[src/rtl/jump_unit_pipelined_if.sv]
// Command/result handshake bundle for jump_unit_pipelined.
// master = sequencer side, slave = jump unit.
interface jump_unit_pipelined_if #(
  parameter int WIDTH  = 32,
  parameter int ADDR_W = 16
);
  logic              in_valid;
  logic              in_ready;
  logic [31:0]       cmd;
  logic [WIDTH-1:0]  jump_arg_1;
  logic [WIDTH-1:0]  jump_arg_2;
  logic [ADDR_W-1:0] jump_dest;
  logic [ADDR_W-1:0] pc;
  logic              out_valid;
  logic              out_ready;
  logic              is_jump;
  logic              should_jump;
  logic [ADDR_W-1:0] jump_target;

  modport master (
    output in_valid, cmd, jump_arg_1, jump_arg_2,
    output jump_dest, pc, out_ready,
    input  in_ready, out_valid, is_jump,
    input  should_jump, jump_target
  );

  modport slave (
    input  in_valid, cmd, jump_arg_1, jump_arg_2,
    input  jump_dest, pc, out_ready,
    output in_ready, out_valid, is_jump,
    output should_jump, jump_target
  );
endinterface

[src/rtl/jump_unit_pipelined.sv]
// Registered jump decision with CALL/RET return stack.
// JUMP_UNIT_STATS_EN enables taken/not-taken counters.
module jump_unit_pipelined #(
  parameter int WIDTH       = 32,
  parameter int ADDR_W      = 16,
  parameter int STACK_DEPTH = 8
) (
  input  logic clk,
  input  logic rst,
  jump_unit_pipelined_if.slave bus,
  output logic [$clog2(STACK_DEPTH+1)-1:0] stack_level,
  output logic        stack_overflow,
  output logic        stack_underflow,
  output logic [31:0] taken_count,
  output logic [31:0] not_taken_count
);
  localparam int LW = $clog2(STACK_DEPTH + 1);
  localparam int IW = $clog2(STACK_DEPTH);
  localparam logic [LW-1:0] FULL = LW'(STACK_DEPTH);

  typedef enum logic [2:0] {
    T_ALW, T_MASK, T_CMP, T_ZERO,
    T_BIT, T_CALL, T_RET, T_RSV
  } jtype_e;

  logic [31:0]       cmd;
  logic [WIDTH-1:0]  a1;
  logic [WIDTH-1:0]  a2;
  jtype_e            jt;
  logic              accept;

  logic              out_valid_q, out_valid_d;
  logic              is_jump_q, is_jump_d;
  logic              should_jump_q, should_jump_d;
  logic [ADDR_W-1:0] target_q, target_d;
  logic [LW-1:0]     level_q, level_d;
  logic              ovf_q, ovf_d;
  logic              unf_q, unf_d;
  logic [ADDR_W-1:0] stk_q [STACK_DEPTH];
  logic [ADDR_W-1:0] stk_d [STACK_DEPTH];

  assign cmd    = bus.cmd;
  assign a1     = bus.jump_arg_1;
  assign a2     = bus.jump_arg_2;
  assign jt     = jtype_e'(cmd[21:19]);
  assign accept = bus.in_valid && bus.in_ready;

  assign bus.in_ready    = !out_valid_q || bus.out_ready;
  assign bus.out_valid   = out_valid_q;
  assign bus.is_jump     = is_jump_q;
  assign bus.should_jump = should_jump_q;
  assign bus.jump_target = target_q;
  assign stack_level     = level_q;
  assign stack_overflow  = ovf_q;
  assign stack_underflow = unf_q;

  logic unused_cmd;
  assign unused_cmd = ^cmd[18:6];

  logic [IW-1:0]     push_idx;
  logic [IW-1:0]     top_idx;
  assign push_idx = IW'(level_q);
  assign top_idx  = IW'(level_q - 1'b1);

  logic [WIDTH-1:0]  rep, comb_m, match, shifted;
  logic              lt, eq, gt, zlt, zeq, zgt;
  logic              dec_is_jump, dec_take;
  logic [ADDR_W-1:0] dec_target;
  logic              do_push, do_pop, ovf_set, unf_set;

  always_comb begin
    rep     = {WIDTH{cmd[0]}};
    comb_m  = (~a2 & rep) | (a2 & a1);
    match   = ~(comb_m ^ rep);
    lt      = cmd[0] ? ($signed(a1) < $signed(a2))
                     : (a1 < a2);
    eq      = a1 == a2;
    gt      = !lt && !eq;
    zlt     = a1[WIDTH-1];
    zeq     = a1 == '0;
    zgt     = !zlt && !zeq;
    // out-of-range bit indices shift in zeros
    shifted = a1 >> cmd[5:1];
    dec_is_jump = cmd[31:22] == 10'b0010000000;
    dec_take    = 1'b0;
    dec_target  = bus.jump_dest;
    do_push     = 1'b0;
    do_pop      = 1'b0;
    ovf_set     = 1'b0;
    unf_set     = 1'b0;
    if (dec_is_jump) begin
      unique case (1'b1)
        (jt == T_ALW):  dec_take = 1'b1;
        (jt == T_MASK): dec_take = cmd[1] ? |match
                                          : &match;
        (jt == T_CMP):  dec_take = (lt && cmd[3]) ||
                                   (eq && cmd[2]) ||
                                   (gt && cmd[1]);
        (jt == T_ZERO): dec_take = (zlt && cmd[2]) ||
                                   (zeq && cmd[1]) ||
                                   (zgt && cmd[0]);
        (jt == T_BIT):  dec_take = shifted[0] == cmd[0];
        (jt == T_CALL): begin
          dec_take = 1'b1;
          if (level_q == FULL) ovf_set = 1'b1;
          else                 do_push = 1'b1;
        end
        (jt == T_RET): begin
          if (level_q == '0) begin
            unf_set = 1'b1;
          end else begin
            do_pop     = 1'b1;
            dec_take   = 1'b1;
            dec_target = stk_q[top_idx];
          end
        end
        default: dec_take = 1'b0;
      endcase
    end
    if (!dec_take) dec_target = '0;
  end

  always_comb begin
    out_valid_d   = out_valid_q;
    is_jump_d     = is_jump_q;
    should_jump_d = should_jump_q;
    target_d      = target_q;
    level_d       = level_q;
    ovf_d         = ovf_q;
    unf_d         = unf_q;
    stk_d         = stk_q;
    if (accept) begin
      out_valid_d   = 1'b1;
      is_jump_d     = dec_is_jump;
      should_jump_d = dec_take;
      target_d      = dec_target;
      ovf_d         = ovf_q | ovf_set;
      unf_d         = unf_q | unf_set;
      if (do_push) begin
        stk_d[push_idx] = bus.pc + 1'b1;
        level_d         = level_q + 1'b1;
      end
      if (do_pop) level_d = level_q - 1'b1;
    end else if (bus.out_ready) begin
      out_valid_d = 1'b0;
    end
  end

  always_ff @(posedge clk) begin
    if (rst) begin
      out_valid_q   <= 1'b0;
      is_jump_q     <= 1'b0;
      should_jump_q <= 1'b0;
      target_q      <= '0;
      level_q       <= '0;
      ovf_q         <= 1'b0;
      unf_q         <= 1'b0;
    end else begin
      out_valid_q   <= out_valid_d;
      is_jump_q     <= is_jump_d;
      should_jump_q <= should_jump_d;
      target_q      <= target_d;
      level_q       <= level_d;
      ovf_q         <= ovf_d;
      unf_q         <= unf_d;
      stk_q         <= stk_d;
    end
  end

`ifdef JUMP_UNIT_STATS_EN
  logic [31:0] taken_q, taken_d;
  logic [31:0] nt_q, nt_d;
  logic        deliver;

  assign deliver = out_valid_q && bus.out_ready
                && is_jump_q;

  always_comb begin
    taken_d = taken_q;
    nt_d    = nt_q;
    if (deliver) begin
      if (should_jump_q) begin
        if (taken_q != '1) taken_d = taken_q + 1'b1;
      end else begin
        if (nt_q != '1) nt_d = nt_q + 1'b1;
      end
    end
  end

  always_ff @(posedge clk) begin
    if (rst) begin
      taken_q <= '0;
      nt_q    <= '0;
    end else begin
      taken_q <= taken_d;
      nt_q    <= nt_d;
    end
  end

  assign taken_count     = taken_q;
  assign not_taken_count = nt_q;
`else
  assign taken_count     = '0;
  assign not_taken_count = '0;
`endif
endmodule
[src/flat_wrapper.sv]
// flat-port wrapper written by rule: the top's interface ports become plain ports
module jump_unit_pipelined_flat 
#(
  parameter int WIDTH       = 32,
  parameter int ADDR_W      = 16,
  parameter int STACK_DEPTH = 8
)
  (clk, rst, stack_level, stack_overflow, stack_underflow, taken_count, not_taken_count, bus_in_valid, bus_cmd, bus_jump_arg_1, bus_jump_arg_2, bus_jump_dest, bus_pc, bus_out_ready, bus_in_ready, bus_out_valid, bus_is_jump, bus_should_jump, bus_jump_target);
  jump_unit_pipelined_if #(.WIDTH(WIDTH), .ADDR_W(ADDR_W)) bus_i ();
  input  logic clk;
  input  logic rst;
  output logic [$clog2(STACK_DEPTH+1)-1:0] stack_level;
  output logic stack_overflow;
  output logic stack_underflow;
  output logic [31:0] taken_count;
  output logic [31:0] not_taken_count;
  input wire logic [$bits(bus_i.in_valid)-1:0] bus_in_valid;
  input wire logic [$bits(bus_i.cmd)-1:0] bus_cmd;
  input wire logic [$bits(bus_i.jump_arg_1)-1:0] bus_jump_arg_1;
  input wire logic [$bits(bus_i.jump_arg_2)-1:0] bus_jump_arg_2;
  input wire logic [$bits(bus_i.jump_dest)-1:0] bus_jump_dest;
  input wire logic [$bits(bus_i.pc)-1:0] bus_pc;
  input wire logic [$bits(bus_i.out_ready)-1:0] bus_out_ready;
  output wire logic [$bits(bus_i.in_ready)-1:0] bus_in_ready;
  output wire logic [$bits(bus_i.out_valid)-1:0] bus_out_valid;
  output wire logic [$bits(bus_i.is_jump)-1:0] bus_is_jump;
  output wire logic [$bits(bus_i.should_jump)-1:0] bus_should_jump;
  output wire logic [$bits(bus_i.jump_target)-1:0] bus_jump_target;
  assign bus_i.in_valid = bus_in_valid;
  assign bus_i.cmd = bus_cmd;
  assign bus_i.jump_arg_1 = bus_jump_arg_1;
  assign bus_i.jump_arg_2 = bus_jump_arg_2;
  assign bus_i.jump_dest = bus_jump_dest;
  assign bus_i.pc = bus_pc;
  assign bus_i.out_ready = bus_out_ready;
  assign bus_in_ready = bus_i.in_ready;
  assign bus_out_valid = bus_i.out_valid;
  assign bus_is_jump = bus_i.is_jump;
  assign bus_should_jump = bus_i.should_jump;
  assign bus_jump_target = bus_i.jump_target;
  jump_unit_pipelined #(.WIDTH(WIDTH), .ADDR_W(ADDR_W), .STACK_DEPTH(STACK_DEPTH)) u_core (.clk(clk), .rst(rst), .bus(bus_i), .stack_level(stack_level), .stack_overflow(stack_overflow), .stack_underflow(stack_underflow), .taken_count(taken_count), .not_taken_count(not_taken_count));
endmodule
[config.mk]
export PLATFORM = sky130hd
export DESIGN_NAME = jump_unit_pipelined_flat
export DESIGN_NICKNAME = d
export VERILOG_FILES = /design/src/rtl/jump_unit_pipelined_if.sv /design/src/rtl/jump_unit_pipelined.sv /design/src/flat_wrapper.sv
export SDC_FILE = /design/constraint.sdc
export NUM_CORES = 1
export LEC_CHECK = 0
export BUFFER_PORTS_ARGS = -buffer_cell sky130_fd_sc_hd__buf_2
export CORE_UTILIZATION = 58
export DETAILED_ROUTE_END_ITERATION = 16
export GPL_ROUTABILITY_DRIVEN = 0
export PLACE_DENSITY_LB_ADDON = 0.08
export SKIP_CTS_REPAIR_TIMING = 1
export SLEW_MARGIN = 15
export SYNTH_ARGS = -nofsm -noshare
export SYNTH_HDL_FRONTEND = slang
export SYNTH_SLANG_ARGS = --single-unit
[constraint.sdc]
create_clock -name clk -period 7.7 [get_ports clk]
set_input_delay 1.54 -clock clk [delete_from_list [all_inputs] [get_ports clk]]
set_output_delay 1.54 -clock clk [all_outputs]
set_load 0.05 [all_outputs]
### Word level (Yosys, flattened, before mapping)

Index checks and enable logic that the tools add are counted.

* input port bits: 132
* word-level logic and storage cells: 105
* output and inout port bits: 90
* register bits: 153

* add/subtract/negate cells: 3
* shifts and indexed selects: 1
* reductions and logical operators: 30
* mux-type cells: 30
* equal/unequal tests: 10
* bitwise operators: 11
* magnitude comparators: 5

Operator list (number)
* $bwmux W128: 1
* $mux W16: 7
* $and A32 B32 Y32: 2
* $lt A32 B32 Y1: 2
* $not A32 Y32: 2
* $bmux W16 S3: 1
* $demux W16 S3: 1
* $eq A32 B32 Y1: 1
* $logic_not A32 Y1: 1
* $or A32 B32 Y32: 1
* $reduce_and A32 Y1: 1
* $reduce_or A32 Y1: 1
* $shr A32 B5 Y1: 1
* $xor A32 B32 Y32: 1
* $mux W1: 17
* $add A16 B1 Y16 const B: 1
* $eq A10 B8 Y1 const B: 1
* $logic_and A1 B1 Y1: 10
* $eq A3 B3 Y1 const B: 3
* $ge A4 B4 Y1 const B: 2
* $mux W4: 2
* $not A3 Y4: 2
* $eq A3 B2 Y1 const B: 2
* $pmux W1 S6: 1
* 16 further kinds: 26

### Depth between registers and ports, before layout

Gate-level depths: netlist of run 1.

* word-level depth: 10
* gate-level depth with buffers: 13
* gate-level depth less buffers: 10

### Least setup slack after synthesis of run 1

Ideal clock, no wire load.

* kind: input port to flip-flop
* from: input bus_out_ready
* to: register u_core.stk_q[112] (netlist name) (enable)
* required time: 7.291 ns
* library setup time: 0.409 ns
* stages on the path: 5
* slack: 3.217 ns
* data arrival time: 4.073 ns
* buffers on the path: 0
* cells stage by stage: nand2b_1 > nand2_1 > or3_1 > or3_1 > nor3_1

* cells in the longest elaborated chain, start to end: 3

RTL lines
* start, declared: line flat_wrapper.sv:23 `input wire logic [$bits(bus_i.out_ready)-1:0] bus_out_ready;`
* $logic_or A1 B1 Y1: line jump_unit_pipelined.sv:48 `assign bus.in_ready = !out_valid_q || bus.out_ready;`
* $logic_and A1 B1 Y1: line jump_unit_pipelined.sv:46 `assign accept = bus.in_valid && bus.in_ready;`
* $reduce_and A3 Y1 (no source line)
* end signal, assigned: line jump_unit_pipelined.sv:166 `stk_q <= stk_d;`
* end, declared: line jump_unit_pipelined.sv:39 `logic [ADDR_W-1:0] stk_q [STACK_DEPTH];`

No other way between the ends.
A chain may end at the register's enable or synchronous reset.

### Final worst setup path of run 1

* from: input bus_cmd[0]
* to: register u_core.target_q[4] (netlist: u_core.bus.jump_target[4])

* cells in the longest elaborated chain, start to end: 9
* elaborated cells on any way between the ends: 20
* classes of those cells: eq/ne (1); mux (5); bitwise (4); reduce/logical (10)

RTL lines
* start, declared: line flat_wrapper.sv:18 `input wire logic [$bits(bus_i.cmd)-1:0] bus_cmd;`
* $and A32 B32 Y32: line jump_unit_pipelined.sv:73 `comb_m = (~a2 & rep) | (a2 & a1);`
* $or A32 B32 Y32: line jump_unit_pipelined.sv:73
* $xor A32 B32 Y32: line jump_unit_pipelined.sv:74 `match = ~(comb_m ^ rep);`
* $not A32 Y32: line jump_unit_pipelined.sv:74
* $reduce_and A32 Y1 / $reduce_or A32 Y1 (equally long branches): line jump_unit_pipelined.sv:95, jump_unit_pipelined.sv:94
* $mux W1: line jump_unit_pipelined.sv:94 `(jt == T_MASK): dec_take = cmd[1] ? |match`
* $pmux W1 S6 *: line jump_unit_pipelined.sv:92 `unique case (1'b1)`
* $mux W1 *: line jump_unit_pipelined.sv:91 `if (dec_is_jump) begin`
* $mux W16 *: line jump_unit_pipelined.sv:120 `if (!dec_take) dec_target = '0;`
* end signal, assigned: line jump_unit_pipelined.sv:162 `target_q <= target_d;`
* end, declared: line jump_unit_pipelined.sv:35 `logic [ADDR_W-1:0] target_q, target_d;`

Mark *: on every way between the ends. The rest lies on a longest branch, timed or not.

==> flow_summary.toml, run 1 <==
[global_routing]
grt_pass1_vias = 6030
grt_pass1_wl_microns = 32400
grt_use_total_pct = 27.8
antenna_found_initial = 0
grt_max_degree = 39
gr-total-overflow = 0

[synthesis]
synth_area_leaders = "edfxtp_1 44%, mux4_2 10%, dfxtp_1 5.8%, buf_4 5.5%, ha_1 5.0%"
syn_inst = 706
synth.distinct_cells = 63
synthFlopType = "edfxtp_1"
synth_warnings = 0
yosysTopAreaCellShare_pct = 44.2
synth_edf_count = 128
syn_area_per_cell_sq_um = 12.3
synth-seq-cells = 153
yosysTopAreaCell = "edfxtp_1"
synth-seq-area-share_pct = 50.0
async_reset_ff_share_pct = 0
syn_area_sq_um = 8690

[cells_and_area]
layout_commonest_cell = "buf_2"
area.sequential_sq_um = 4350
multiInputGateArea_sq_um = 3850
layout.nets = 1015
syn_to_final_growth_pct = 14.1
drive_gt1_share_pct = 28.7
fillers = 1089
n_antenna_cell = 0
layout_common_cells = "144 x buf_2, 128 x edfxtp_1, 64 x conb_1"
final_area_sq_um = 9910

[floorplanning]
fp-row-count = 44
die_w_microns = 124
start_util_pct = 59.6
io_pins = 222
dieArea_sq_um = 15500
core_sq_um = 14600
fp.dieH_microns = 124

[setup_path]
path_delay_family = "compound AO/OA/AOI/OAI gates"
cp_max_fo = 35
path_buf_inv = 2
critPathKind = "in2reg"
crit_start = "bus_cmd[0]"
crit_path_end = "u_core.bus.jump_target[4]"
cpMaxStageDelayCell = "buf_2"
setup.worst_path.end_class = "register"
cp.required_ns = 7.98
r2r_setup_slack_ns = 4.27
reg2reg_depth = 8
path_cells = "buf_2 -> clkinv_1 -> mux2_2 -> or4_1 -> o311ai_1 -> o211ai_1 -> a32oi_4 -> o21ai_0"
crit_path_start_kind = "input port"
max_stage_delay_ns = 0.59
arrival_ns = 4.74
r2r-end = "u_core.stk_q[16]"
r2r-start = "u_core.stack_level[0]"
worstSetupPathDepth = 8

[sta]
clock_skew_ns = 0.00900
hold_viol_final = 0
finalSetupTns_ns = 0
fin_crit_sh_pct = 57.9
rsz0062_at_grt = "false"
worst_pin_slew_ns = 1.12
setup_viol = 0
setup_slack_ns = 3.24
fin_crit_ns = 4.46
timing.fmax_mhz = 224
slew_headroom_pct = 25.4
drv_slew = 0

[place]
portBuffers = 144
dp_hpwl_microns = 15000
place_area_sq_um = 9320
dpl_worst_slack_ns = 2.80

[run]
cap_violations = 0

[run_status]
status = "complete, no violations"

[hold_path]
holdCritPathClass = "reg2reg"
min_from = "u_core.bus.jump_target[9]"

[clock_tree]
tritoncts = "yes"
cts_buffers = 17
clkTransAtPathRegs_ns = 0.06
clockBufferDepth = 2
cts_max_level = 4
cts_sinks = 153
cts_root_buf = "clkbuf_16"
clkLatencyLatePin_ns = 0.43

[power]
powerDensity_nw_per_um2 = 199
p_leak_uw = 0.00391
clkPwrFrac_pct = 42.1
vdd_ir_drop_max_uv = 229
p_seq_share_pct = 45.5
p_switching_uw = 520
internal_power_uw = 1450
power_frac_comb_pct = 12.3
swShare_pct = 26.3
p_total_uw = 1970

[detailed_routing]
drtPass1Iterations = 5
num_vias = 6277
wire_per_inst_microns = 20.0
ant_nets = 0
wl_microns = 20800
viasPerCell = 6.01
drcViolationCount = 0
drt_iter0_drc = 678
[final cells by class]
| cell class | count | share of cell area (%) |
|---|---|---|
| flip-flops and latches | 153 | 43.8 |
| multi-input cells | 487 | 38.8 |
| repair buffers | 147 | 7.50 |
| clock buffers | 18 | 4.33 |
| well taps | 184 | 2.32 |
| clock inverters | 13 | 1.59 |
| inverters | 42 | 1.59 |
[state kept, by name, summed over array words and instances (netlist names)]
register / cells
u_core.bus.out_valid: 1
u_core.stk_q: 128
u_core.stack_underflow: 1
u_core.stack_level: 4
u_core.bus.is_jump: 1
u_core.bus.should_jump: 1
u_core.bus.jump_target: 16
u_core.stack_overflow: 1
[cells by family after synthesis]
family | Yosys count | share of synthesized area, %
AOI/OAI and AO/OA | 112 | 8.77
adders and majority gates | 35 | 5.04
DFF | 153 | 50.0
buffers and inverters | 129 | 9.03
and+or+nand+nor | 175 | 10.2
xor gates and xnor gates | 37 | 3.73
other | 1 | 0.0431
muxes | 64 | 13.2
[routing by layer]
layer	routed length (microns)	vias up	global-route usage, %
li1	-	2865	-
met1	8600	3017	37.6
met2	9900	337	42.8
met3	1690	58	7.09
met4	656	0	11.8
met5	0	-	0
[worst min path at each step]
stage | to | slack [ns] | cells past startpoint
after floorplan | u_core.bus.jump_target[0] | 0.67 | 2
after global placement | u_core.bus.jump_target[3] | 0.43 | 2
after detailed placement | u_core.bus.jump_target[8] | 0.44 | 2
after CTS | u_core.bus.jump_target[8] | 0.45 | 2
after global routing | u_core.bus.jump_target[8] | 0.48 | 2
final | u_core.bus.jump_target[9] | 0.45 | 2
[cells in the mapped netlist, types with 4 or more instances]
cell type and instances:
a21oi_1 23, a22oi_1 9, and3_1 4, buf_2 4, buf_4 64, clkbuf_1 13
dfxtp_1 25, edfxtp_1 128, ha_1 35, inv_1 41, mux2i_1 21, mux4_2 39
nand2_1 55, nand3_1 16, nand4_1 29, nor2_1 26, nor2b_1 4, nor3_1 9
nor4_1 12, o21ai_0 30, o21ai_2 10, o22ai_1 8, or3_1 4, xnor2_1 20
xor2_1 17
[worst reg2reg max path, stage by stage, from the launching register on]
cell	delay, ns
dfxtp_2	0.31
buf_4	0.56
inv_1	0.19
ha_2	0.28
nor2b_1	0.15
nand2_1	0.10
nand2_1	0.09
or3_1	0.46
nor2_2	0.91
[power groups by stage]
stage                     Combinational [uW]  Sequential, uW  Clock, uW
final                                    243             899        832
after global routing                     261             898        871
after CTS                                240             899        838
after detailed placement                 239             917          0
after global placement                   231             917          0
after floorplan                          187             918          0
[per-stage QoR]
stage | hold slack, ns | cells | util, %
after floorplan | 0.673 | 769 | -
after global placement | 0.433 | 1013 | 63.9
after detailed placement | 0.436 | 1013 | 63.9
after CTS | 0.452 | 1044 | 67.9
after global routing | 0.481 | 1044 | 68.0
final | 0.448 | 1044 | 68.0
Power figures use the tool's default switching activity.
==> run 2: changes to the inputs <==
Settings changed: CORE_UTILIZATION 58 to 54.
Clock period 7.7 ns to 4.3 ns, I/O delays scaled along.
==> flow_summary.toml, run 2 (same netlist as run 1, synthesis figures left out) <==
[clock_tree]
cts_max_level = 4
cts_sinks = 153
clockBufferDepth = 2
tritoncts = "yes"
clkTransAtPathRegs_ns = 0.06
cts_buffers = 17
clkLatencyLatePin_ns = 0.41
cts_root_buf = "clkbuf_16"

[sta]
drv_slew = 0
rsz0062_at_grt = "false"
fin_crit_sh_pct = 80.3
finalSetupTns_ns = 0
hold_viol_final = 0
holdWs_ns = 0.452
slew_headroom_pct = 44.1
setup_viol = 0
fin_crit_ns = 3.45
clock_skew_ns = 0.00588
timing.fmax_mhz = 290
worst_pin_slew_ns = 0.838

[detailed_routing]
drt_iter0_drc = 545
wl_met2_microns = 10000
met3_length_microns = 1580
wl_met1_microns = 8930
drtPass1Iterations = 5
top_layer = "met4"
ant_nets = 0
drcViolationCount = 0
viasPerCell = 5.73
num_vias = 6228
wire_per_inst_microns = 19.5
wl_microns = 21200

[floorplanning]
start_util_pct = 55.1
fp-row-count = 46
dieArea_sq_um = 16600
io_pins = 222
fp.dieH_microns = 129
core_sq_um = 15800
die_w_microns = 129

[hold_path]
min_from = "u_core.bus.jump_target[10]"
hold_path_end = "u_core.bus.jump_target[10]"
hold_path_depth = 2
holdCritPathClass = "reg2reg"

[global_routing]
antenna_found_initial = 0
grt_max_degree = 38
grt_pass1_wl_microns = 32300
grt_use_total_pct = 26.6
grt_pass1_vias = 6087
gr-total-overflow = 0

[power]
vdd_ir_drop_max_uv = 273
powerDensity_nw_per_um2 = 349
p_leak_uw = 0.00397

[cells_and_area]
syn_to_final_growth_pct = 14.9
layout_common_cells = "144 x buf_2, 128 x edfxtp_1, 64 x conb_1"
final_area_sq_um = 9990
largest-register = "u_core.stk_q"
n_antenna_cell = 0
area.sequential_sq_um = 4350
layout_commonest_cell = "buf_2"
fin_util_pct = 63.3
drive_gt1_share_pct = 28.7
layout.nets = 1025
fillers = 1255
multiInputGateArea_sq_um = 3820
largest_reg_flops = 128

[setup_path]
arrival_ns = 3.74
r2r-end = "u_core.bus.jump_target[1]"
setup.worst_path.end_class = "register"
cp.required_ns = 4.58
r2r-start = "u_core.stack_level[1]"
r2r_setup_slack_ns = 1.44
crit_path_start_kind = "input port"
cp_max_fo = 17
reg2reg_depth = 7
critPathKind = "in2reg"

[run_status]
status = "complete, no violations"

[place]
portBuffers = 144
place_area_sq_um = 9410
dp_hpwl_microns = 15400

[run]
cap_violations = 0
[run 2: changes by cell type in the layout (fill, tap and decap cells not counted), sizes merged]
cell and delta:
clkbuf -1, inv -2, clkinv +5, buf +10, clkinvlp -1
[run 2: worst max-delay path by stage]
stage | from | end | slack (ns) | cells after the start
finish | bus_jump_arg_2[7] | u_core.bus.jump_target[0] | 0.85 | 12
global route | bus_jump_arg_2[7] | u_core.bus.jump_target[0] | 0.68 | 12
CTS | bus_jump_arg_2[7] | u_core.bus.jump_target[0] | 0.84 | 12
detailed placement | bus_jump_arg_2[7] | u_core.bus.jump_target[1] | 0.42 | 12
global placement | bus_jump_arg_2[7] | u_core.bus.jump_target[1] | 0.52 | 12
floorplan | u_core.stack_level[0] | u_core.stk_q[112] | 0.16 | 9
[run 2: area by class of cell]
| class | instances | share of cell area [%] |
|---|---|---|
| clock buffers | 17 | 4.26 |
| flip-flops and latches | 153 | 43.5 |
| repair buffers | 157 | 8.19 |
| multi-input cells | 487 | 38.3 |
| well taps | 216 | 2.71 |
| inverters | 42 | 1.58 |
| clock inverters | 15 | 1.47 |
[run 2: report_power, final]
| part | leakage [uW] | switching [uW] | internal [uW] |
|---|---|---|---|
| sequential | 0.00135 | 0.250 | 1610 |
| combinational | 0.00234 | 311 | 127 |
| clock | 0.000276 | 579 | 854 |
| total | 0.00397 | 891 | 2590 |
[run 2: critical path, cell delays in order]
cell	delay (ns)
buf_2	0.10
inv_1	0.06
ha_1	0.33
a21oi_1	0.16
o21ai_0	0.11
a221oi_1	0.52
o211ai_1	0.15
a311o_1	0.41
a221o_2	0.39
a32oi_4	0.22
buf_4	0.28
o21ai_0	0.13
[run 2: per-stage QoR]
| stage | setup WS (ns) | cells | total power (uW) |
|---|---|---|---|
| 2_1_floorplan | 0.162 | 769 | 1980 |
| 3_3_place_gp | 0.522 | 1055 | 2060 |
| 3_5_place_dp | 0.423 | 1055 | 2070 |
| 4_1_cts | 0.839 | 1087 | 3500 |
| 5_1_grt | 0.679 | 1087 | 3610 |
| 6_report | 0.848 | 1087 | 3480 |
[run 2: routing by layer]
metal	track usage, %	up-vias
met2	42.8	314
met3	6.11	56
met4	11.5	0
li1	-	2875
met5	0	-
met1	34.6	2983
